<file path="src/rtl/inst_axi_rd_bridge.sv">
// Instruction-fetch bridge: SRAM-like en/addr_ok/data_ok requests become
// single-beat AXI4 reads, with one read outstanding at a time.
module inst_axi_rd_bridge #(
    parameter logic [3:0] ARID_VAL = 4'd0
) (
    input  logic        clk,
    input  logic        reset,
    // Fetch-side request: addr_ok accepts a request, data_ok returns it.
    input  logic        inst_sram_en,
    input  logic        inst_sram_wr,
    input  logic [1:0]  inst_sram_size,
    input  logic [31:0] inst_sram_addr,
    output logic        inst_sram_addr_ok,
    output logic        inst_sram_data_ok,
    output logic [31:0] inst_sram_rdata,
    output logic        inst_bus_err,
    // AXI read address channel
    output logic [3:0]  arid,
    output logic [31:0] araddr,
    output logic [7:0]  arlen,
    output logic [2:0]  arsize,
    output logic [1:0]  arburst,
    output logic [1:0]  arlock,
    output logic [3:0]  arcache,
    output logic [2:0]  arprot,
    output logic        arvalid,
    input  logic        arready,
    // AXI read data channel
    input  logic [3:0]  rid,
    input  logic [31:0] rdata,
    input  logic [1:0]  rresp,
    input  logic        rlast,
    input  logic        rvalid,
    output logic        rready,
    // FSM state, exposed for observation
    output logic [1:0]  dbg_state_o
);

    // Handshake rule on both AXI channels: a beat transfers on a rising edge
    // where valid && ready; the master holds valid and payload until then.

    typedef enum logic [1:0] {
        S_IDLE = 2'd0,
        S_AR   = 2'd1,
        S_R    = 2'd2,
        S_DONE = 2'd3
    } state_e;

    state_e      state_q;
    logic [31:0] araddr_q;
    logic [1:0]  arsize_q;
    logic [31:0] rdata_q;
    logic        err_q;

    // The bridge is read-only; the write flag is accepted but never used.
    logic unused_wr;
    assign unused_wr = inst_sram_wr;

    always_ff @(posedge clk or posedge reset) begin
        if (reset) begin
            state_q  <= S_IDLE;
            araddr_q <= 32'd0;
            arsize_q <= 2'd0;
            rdata_q  <= 32'd0;
            err_q    <= 1'b0;
        end else begin
            case (state_q)
                S_IDLE: begin
                    if (inst_sram_en) begin
                        araddr_q <= inst_sram_addr;
                        arsize_q <= inst_sram_size;
                        state_q  <= S_AR;
                    end
                end
                S_AR: begin
                    if (arready) state_q <= S_R;
                end
                S_R: begin
                    // Beats with a foreign ID are consumed (rready=1) and dropped.
                    if (rvalid && (rid == ARID_VAL)) begin
                        rdata_q <= rdata;
                        err_q   <= (rresp != 2'b00) || !rlast;
                        state_q <= S_DONE;
                    end
                end
                default: state_q <= S_IDLE;
            endcase
        end
    end

    // addr_ok is forced low during reset even though the state reads IDLE.
    assign inst_sram_addr_ok = (state_q == S_IDLE) && inst_sram_en && !reset;
    assign inst_sram_data_ok = (state_q == S_DONE);
    assign inst_bus_err      = (state_q == S_DONE) && err_q;
    assign inst_sram_rdata   = rdata_q;

    assign arid    = ARID_VAL;
    assign araddr  = araddr_q;
    assign arlen   = 8'd0;
    assign arsize  = {1'b0, arsize_q};
    assign arburst = 2'b01;
    assign arlock  = 2'b00;
    assign arcache = 4'd0;
    assign arprot  = 3'd0;
    assign arvalid = (state_q == S_AR);
    assign rready  = (state_q == S_R);

    assign dbg_state_o = state_q;

endmodule
</file>
<file path="config.mk">
export PLATFORM = sky130hd
export DESIGN_NAME = inst_axi_rd_bridge
export DESIGN_NICKNAME = d
export VERILOG_FILES = /design/src/rtl/inst_axi_rd_bridge.sv
export SDC_FILE = /design/constraint.sdc
export NUM_CORES = 1
export LEC_CHECK = 0
export BUFFER_PORTS_ARGS = -buffer_cell sky130_fd_sc_hd__buf_2
export CAP_MARGIN = 10
export CORE_ASPECT_RATIO = 0.5
export CORE_MARGIN = 2
export CORE_UTILIZATION = 45
export DETAILED_ROUTE_END_ITERATION = 10
export GPL_TIMING_DRIVEN = 0
export PLACE_DENSITY = 0.84
export SYNTH_ARGS = -nofsm -noshare
export SYNTH_HDL_FRONTEND = slang
export SYNTH_SLANG_ARGS = --single-unit
export TNS_END_PERCENT = 100
</file>
<file path="constraint.sdc">
create_clock -name clk -period 3.3 [get_ports clk]
set_input_delay 0 -clock clk [delete_from_list [all_inputs] [get_ports clk]]
set_output_delay 0 -clock clk [all_outputs]
set_load 0.01 [all_outputs]
</file>
Word-level counts from Yosys, hierarchy flattened
Index checks and enable logic that the tools add are counted.
{"block": "totals", "register_bits": 69, "inputBits": 79, "output_inout_bits": 97, "wordCells": 28}
{"block": "op_classes", "eq_ne": 6, "muxes": 4, "reduce_logical": 13}
{"operator": "$mux 2", "n": 3}
{"operator": "$pmux 2 s3", "n": 1}
{"operator": "$eq 2x2->1 const B", "n": 2}
{"operator": "$logic_and 1x1->1", "n": 4}
{"operator": "$logic_not 4->1", "n": 1}
{"operator": "$ne 2x1->1 const B", "n": 2}
{"operator": "$reduce_and 2->1", "n": 2}
{"operator": "$reduce_and 3->1", "n": 1}
{"operator": "$eq 2x1->1 const B", "n": 1}
{"operator": "$logic_not 1->1", "n": 2}
{"operator": "$logic_not 2->1", "n": 1}
{"operator": "$ne 2x2->1 const B", "n": 1}
{"operator": "$reduce_bool 2->1", "n": 1}
{"operator": "$logic_or 1x1->1", "n": 1}

Depth between registers and ports, before layout
Gate-level depths: netlist of the first run.
{"block": "depth", "ltp_word": 4, "depth_mapped": 6, "depth_no_buf": 5}

Worst setup path before layout of the first run
Ideal clock, no wire load.
{"block": "synth_path", "path_kind": "reg-to-reg", "from": "register state_q[0] (netlist: dbg_state_o[0])", "to": "register rdata_q[0] (netlist: inst_sram_rdata[0])", "setup_time_ns": 0.128, "t_arrival_ns": 1.509, "required_time_ns": 3.172, "slack_ns": 1.664, "stages_incl_launch_ff": 6, "path_buffers": 1, "synth_period_minus_slack_ns": 1.636, "path_cell_list": "dfrtp_1 > inv_1 > ha_1 > nand4_2 > buf_2 > mux2_1"}
{"block": "synth_via", "elab_chain_len": 2}
{"item": "start, declared", "line_no": "49", "source": "state_e state_q;"}
{"item": "start signal, assigned", "line_no": "61", "source": "state_q <= S_IDLE;"}
{"item": "start signal, assigned", "line_no": "72", "source": "state_q <= S_AR;"}
{"item": "start signal, assigned", "line_no": "76", "source": "if (arready) state_q <= S_R;"}
{"item": "$eq 2x2->1"}
{"item": "net rready", "line_no": "34", "source": "output logic rready,"}
{"item": "$reduce_and 2->1 (no line)"}
{"item": "end signal, assigned", "line_no": "81", "source": "rdata_q <= rdata;"}
{"item": "end, declared", "line_no": "52", "source": "logic [31:0] rdata_q;"}
The timed path passes the listed nets, and every way through them passes these cells.
A chain may end at the register's enable or synchronous reset.

Worst setup path after layout of the first run
{"block": "layout_path", "from": "register state_q[0] (netlist: dbg_state_o[0])", "to": "output inst_sram_addr_ok"}
{"block": "layout_via", "elab_chain_len": 3}
{"item": "$logic_not 2->1", "line_no": "92", "source": "assign inst_sram_addr_ok = (state_q == S_IDLE) && inst_sram_en && !reset;"}
{"item": "$logic_and 1x1->1 (2 in a row)", "line_no": "92"}
{"item": "end, declared", "line_no": "13", "source": "output logic inst_sram_addr_ok,"}
Every way passes these cells.

==> qor.csv, run 1 <==
metric,value,unit
highest_clock_rate,525,MHz
met2WireLength,4.92,mm
routabilityCongestion,0.732,
drt_first_iter_violations,67,
r2r_cells,5,
ys_seq_area_share,60.4,%
firstDrtPassIters,4,
synthAdderAreaFrac,1.75,%
ff_latch_count_synth,69,
synth_area_per_inst,15.0,sq um
depth_of_the_cts_h_tree,3,
ys.warnings.count,0,
slew_violations,0,
violations,negative hold slack,
largest_family_of_logic_cells_by_synthesized_area,multiplexers,
register_area,0.00173,sq mm
post_synth_inst_count,190,
synth.mux.area_fraction,26.8,%
final_hold_viol_count,1,
synth_to_layout_area_growth,66.3,%
pin_count_of_the_biggest_net_entering_global_routing,36,
synth-compound-area-share,1.05,%
outcome,finished with violations,
worstReg2RegEnd,araddr[24]$_DFFE_PP0P_,
synthSimpleGateAreaFrac,1.88,%
power.share.clock,22.4,%
clk_pin_slew_worst_paths,0.05,ns
total_power,3730,uW
grt_antenna_before_repair,0,
cell_area_after_synthesis,0.00286,sq mm
worst_pin_slew,0.763,ns
cts_max_path_buffers,2,
setup.worst_path.end,inst_sram_addr_ok,
grt.overflow.total,0,
insertion_delay,0.32,ns
clock_sinks,69,
die_area,0.00704,sq mm
synth_xor_area_share,0,%
cts_tree,done,
vias,2416,
clock-root-buffer,sky130_fd_sc_hd__clkbuf_16,
grt_use_total,24.7,%
reg2reg_setup_slack,1.42,ns
postCtsSetupBuffers,0,
critical_path.startpoint_type,flop,
layout_worst_path_cycle_share,57.7,%
coreArea,0.00611,sq mm
wl_met3,444,um
worst_ep_required_time,3.30,ns
worst-setup-path-type,reg2out,
power.ir.vdd_worst,0.000527,V
report.final.setup_viol,0,
crit_start,dbg_state_o[0]$_DFFE_PP0P_,
portbufs,150,
final_antenna_net_count,0,
top_layer_used,met4,
worstPathArrival,1.90,ns
fin_hold_ws,-0.00000519,ns
grt_setup_unrepaired,false,
hpwl,5.15,mm
via_count_of_the_first_global_routing_pass,2627,
cp-end-kind,output port,
multiInputGateArea,988,sq um
wire_per_inst,16.0,um
filler_cell_count,383,
max-cap-violations,0,
drt-met1-wl,2.94,mm
fp-row-count,20,
diodes,0,
r2r_start,dbg_state_o[0]$_DFFE_PP0P_,
cts-buffers-inserted,9,
combPwrFrac,38.0,%
final.setup_skew,0.00324,ns
num-nets-final,524,
crit_fanout,10,
setup-tns-final,0,ns
cellPowerDensity,785,mW/mm^2
cellLeakagePower,0.00257,uW
grt_pass1_wl,12.8,mm
net-switching-power,1240,uW
remaining_drc_errors,0,
die_h,60.4,um
route.detailed.vias_per_inst,4.53,
maxSlewHeadroom,49.1,%
effective_utilization_at_floorplan,46.8,%
switching_share,33.1,%
ios,176,
power.sequential.fraction,39.6,%
p_int,2490,uW
synth.lib_cells_used.distinct,20,
die_w,117,um
finalWirelength,8.53,mm
ratio_of_cells_with_drive_above_1_in_the_final_layout,49.0,%
layout_min_cycle_time,1.90,ns
min-delay-path-class,in2reg,
==> cell usage in the layout (no fill, tap or decap), drive strengths merged <==
cell           n
buf          181
dfrtp         69
dlygate4sd3   67
mux2          67
conb          24
clkbuf        13
ha             4
inv            4
nor2           4
clkinv         2
nand4          1
nand2          1
and2           1
a21oi          1
a21o           1
nand3          1
nor2b          1
a221o          1
o21bai         1
mux2i          1
==> registers in the layout (all words and copies together), names as in the netlist <==
signal           cells
araddr              32
err_q                1
dbg_state_o          2
inst_sram_rdata     32
arsize_q             2
==> how the worst min path moves through the flow <==
stage / depth (start not counted) / slack [ns] / start / to
2_1_floorplan: 1 / 0.05 / reset / inst_sram_addr_ok
3_3_place_gp: 2 / 0.21 / inst_sram_addr[8] / araddr[8]$_DFFE_PP0P_
3_5_place_dp: 2 / 0.19 / reset / araddr[6]$_DFFE_PP0P_
4_1_cts: 3 / 0.006 / rlast / err_q$_DFFE_PP0P_
5_1_grt: 3 / 0.004 / rlast / err_q$_DFFE_PP0P_
6_report: 3 / -0.000005 / rlast / err_q$_DFFE_PP0P_
==> synth_stat cells (all sizes together) <==
cell type	number	area [sq um]
and2	1	6.26
conb	2	7.51
nand2	1	3.75
mux2i	1	10.0
o21bai	1	7.51
nor2	4	20.0
dfrtp	69	1730
buf	30	210
nand3	1	5.00
a21o	1	7.51
mux2	67	754
inv	4	15.0
a21oi	1	5.00
a221o	1	10.0
ha	4	50.1
nor2b	1	6.26
nand4	1	12.5
==> routing by layer <==
| layer | vias up | GRT usage (%) |
|---|---|---|
| met4 | 0 | 12.1 |
| met1 | 1191 | 24.5 |
| met3 | 23 | 5.99 |
| li1 | 1107 | - |
| met2 | 95 | 49.8 |
| met5 | - | 0 |
==> through the flow <==
stage | hold WS [ns] | instance area (sq um) | setup WS, ns | cells | util (%)
3_3_place_gp | 0.210 | 3800 | 0.946 | 450 | 62.3
4_1_cts | 0.00616 | 4750 | 1.41 | 533 | 77.8
3_5_place_dp | 0.185 | 3820 | 1.47 | 451 | 62.6
6_report | -0.00000519 | 4750 | 1.40 | 533 | 77.8
2_1_floorplan | 0.0475 | 2940 | 1.56 | 212 | -
5_1_grt | 0.00417 | 4750 | 1.25 | 533 | 77.8
==> critical path, cell delays in order (launching register included) <==
cell and delay, ns:
sky130_fd_sc_hd__dfrtp_1 0.39, sky130_fd_sc_hd__inv_1 0.10, sky130_fd_sc_hd__ha_1 0.25, sky130_fd_sc_hd__nand2_1 0.30, sky130_fd_sc_hd__buf_2 0.33, sky130_fd_sc_hd__nor2_1 0.07, sky130_fd_sc_hd__buf_2 0.14
==> kinds of logic (layout without fill, tap and decap cells) <==
group | after synthesis | after routing
DFF | 69 | 69
muxes | 68 | 68
buffers and inverters | 34 | 267
and+or+nand+nor | 9 | 9
adders and majority gates | 4 | 4
AOI/OAI and AO/OA | 4 | 4
other | 2 | 24
==> power groups by stage <==
stage                     sequential, uW  combinational (uW)  clock (uW)
after floorplan                     1650                 529           0
after global placement              1430                1270           0
after global routing                1520                1520         900
after CTS                           1460                1400         857
final                               1480                1420         836
after detailed placement            1470                1330           0
==> cell type report <==
class	instances	area share (%)
sequential	69	36.3
timing repair buffer	218	30.3
multi-input combinational	109	20.8
clock buffer	13	5.27
buffer	30	4.42
tap	88	2.32
inverter	4	0.316
clock inverter	2	0.211
==> what timing repair did <==
item | in CTS | in global routing
resized for setup | 0 | 0
endpoints found under the hold margin | 100 | 0
hold buffers | 67 | 0
Power figures use the tool's default switching activity.
==> inputs of run 2 (changes only) <==
- CORE_UTILIZATION: 45 -> 39
- PLACE_DENSITY: 0.84 -> 0.78
- clock period: 3.3 -> 1.55 ns (I/O delays scaled with it)
==> run 2 against run 1 <==
The flow now finishes without violations. Critical path type is now reg2reg. Worst setup slack got worse by 1.4 ns. Combinational power rose by 130%. Total power rose by 130%. Cell count rose by 2.6%. Highest routed layer unchanged.
==> qor.csv, run 2 (synthesis results as in run 1) <==
metric,value,unit
via_count_of_the_first_global_routing_pass,2666,
worstPathArrival,1.72,ns
ios,176,
postLayoutCellArea,0.00497,sq mm
grt_setup_unrepaired,true,
coreArea,0.00688,sq mm
grt.overflow.total,0,
grt_antenna_before_repair,0,
final_critical_path_setup_slack,0.0241,ns
finalWirelength,8.39,mm
clock-root-buffer,sky130_fd_sc_hd__clkbuf_16,
net-switching-power,2780,uW
filler_cell_count,436,
final_util,72.2,%
cellLeakagePower,0.00264,uW
layout_worst_path_cycle_share,98.4,%
portbufs,150,
cts_tree,done,
die_h,64.5,um
highest_clock_rate,655,MHz
cellPowerDensity,1720,mW/mm^2
die_area,0.00807,sq mm
min-delay-path-class,in2reg,
hpwl,5.22,mm
cts_max_path_buffers,2,
synth_to_layout_area_growth,73.9,%
maxSlewHeadroom,62.5,%
depth_of_the_cts_h_tree,3,
worstPathBufferInverterCount,1,
remaining_drc_errors,0,
crit_path_cell_trace,"inv_2, ha_2, nor2b_1, a221o_1, mux2_1",
crit_fanout,4,
switching_share,32.5,%
num-nets-final,532,
grt_use_total,21.1,%
fp-row-count,21,
final.setup_skew,0.0102,ns
die_w,125,um
power.sequential.fraction,36.9,%
cp-end-kind,flop,
vias,2440,
post_place_instance_area,0.00386,sq mm
worst-setup-path-type,reg2reg,
setup-tns-final,0,ns
dp_worst_setup_slack,-0.120,ns
final_antenna_net_count,0,
effective_utilization_at_floorplan,41.5,%
drt_first_iter_violations,95,
critical_path.startpoint_type,flop,
clk_pin_slew_worst_paths,0.06,ns
worst_ep_required_time,1.75,ns
grt_pass1_wl,13.2,mm
ratio_of_cells_with_drive_above_1_in_the_final_layout,52.0,%
worst_path_max_delay_cell,sky130_fd_sc_hd__dfrtp_2,
final_hold_viol_count,0,
max_stage_delay,0.41,ns
most_common_cell_after_layout_fill_and_taps_aside,sky130_fd_sc_hd__buf_2,
clock_sinks,69,
routabilityCongestion,0.736,
cts-buffers-inserted,9,
crit_family,flip-flops,
outcome,"complete, no violations",
route.detailed.vias_per_inst,4.46,
wire_per_inst,15.3,um
worst_pin_slew,0.561,ns
layout.cells.most_common_list,"sky130_fd_sc_hd__buf_2, sky130_fd_sc_hd__dfrtp_1, sky130_fd_sc_hd__dlygate4sd3_1",
firstDrtPassIters,4,
p_int,5770,uW
report.final.setup_viol,0,
max-cap-violations,0,
combPwrFrac,38.1,%
layout_min_cycle_time,1.53,ns
power.share.clock,24.9,%
slew_violations,0,
pin_count_of_the_biggest_net_entering_global_routing,46,
power.ir.vdd_worst,0.000899,V
insertion_delay,0.33,ns
==> run 2: cell count changes in the layout (fill, tap and decap cells not counted), sizes merged <==
cell	delta
clkinvlp	+3
buf	+7
bufinv	+2
clkbuf	-4
dlygate4sd3	+1
inv	-1
diode	+1
clkinv	+1
==> run 2: what timing repair did <==
| item | 4_1_cts | 5_1_grt |
|---|---|---|
| hold buffers | 68 | 0 |
| gates resized for setup | 10 | 5 |
| pin swaps | 0 | 1 |
| endpoints found under the hold margin | 91 | 0 |
| setup endpoints to repair | 59 | 62 |
| setup buffers | 2 | 5 |
==> run 2: path summary, 6_finish.rpt <==
| path | startpoint | to | slack [ns] | cells after the start |
|---|---|---|---|---|
| worst max register to register | dbg_state_o[1]$_DFFE_PP0P_ | dbg_state_o[1]$_DFFE_PP0P_ | 0.02 | 5 |
| max in group asynchronous | reset | dbg_state_o[1]$_DFFE_PP0P_ | 0.61 | 4 |
| worst min register to register | araddr[5]$_DFFE_PP0P_ | araddr[5]$_DFFE_PP0P_ | 0.49 | 1 |
| worst min-delay path | rresp[1] | err_q$_DFFE_PP0P_ | 0.09 | 4 |
| min in group asynchronous | reset | inst_sram_rdata[29]$_DFFE_PP0P_ | 0.32 | 3 |
| worst max-delay path | dbg_state_o[1]$_DFFE_PP0P_ | dbg_state_o[1]$_DFFE_PP0P_ | 0.02 | 5 |
==> run 2: worst register-to-register path, delay by kind of cell (launching register included) <==
family,cells,cell delay [ns]
compound gates,1,0.29
fa+ha+maj,1,0.18
buf+inv,1,0.07
flops,1,0.41
mux,1,0.32
simple gates,1,0.13
==> run 2: metal layers <==
metal | share of wire (%) | track usage, % | wire (um)
met1 | 34 | 21.2 | 2890
met2 | 57 | 40.3 | 4760
met3 | 5.3 | 6.77 | 443
met4 | 3.6 | 9.86 | 300
met5 | 0 | 0 | 0
==> run 2: power by group through the flow <==
stage                     registers, uW  clock network [uW]  logic, uW
after detailed placement           3130                   0       2860
after global routing               3240                2300       3470
final                              3160                2130       3260
after global placement             3050                   0       2750
after floorplan                    3510                   0       1160
after CTS                          3120                2170       3090
==> run 2: final cells by class <==
class                      instances  area, sq um  share of cell area, %
sequential                        69         1730                   34.8
timing repair buffer             226         1500                   30.3
multi-input combinational        109         1040                   21.0
buffer                            30          244                   4.91
clock buffer                       9          225                   4.53
tap                               92          115                   2.32
clock inverter                     7         90.1                   1.81
inverter                           4         18.8                  0.378
antenna                            1         2.50                 0.0504
==> run 2: through the flow <==
step | hold slack, ns | power, uW | std cells
after CTS | 0.0335 | 8380 | 541
after floorplan | 0.0475 | 4670 | 212
final | 0.0935 | 8550 | 547
after global placement | 0.212 | 5800 | 454
after detailed placement | 0.0955 | 6000 | 455
after global routing | 0.0958 | 9010 | 546
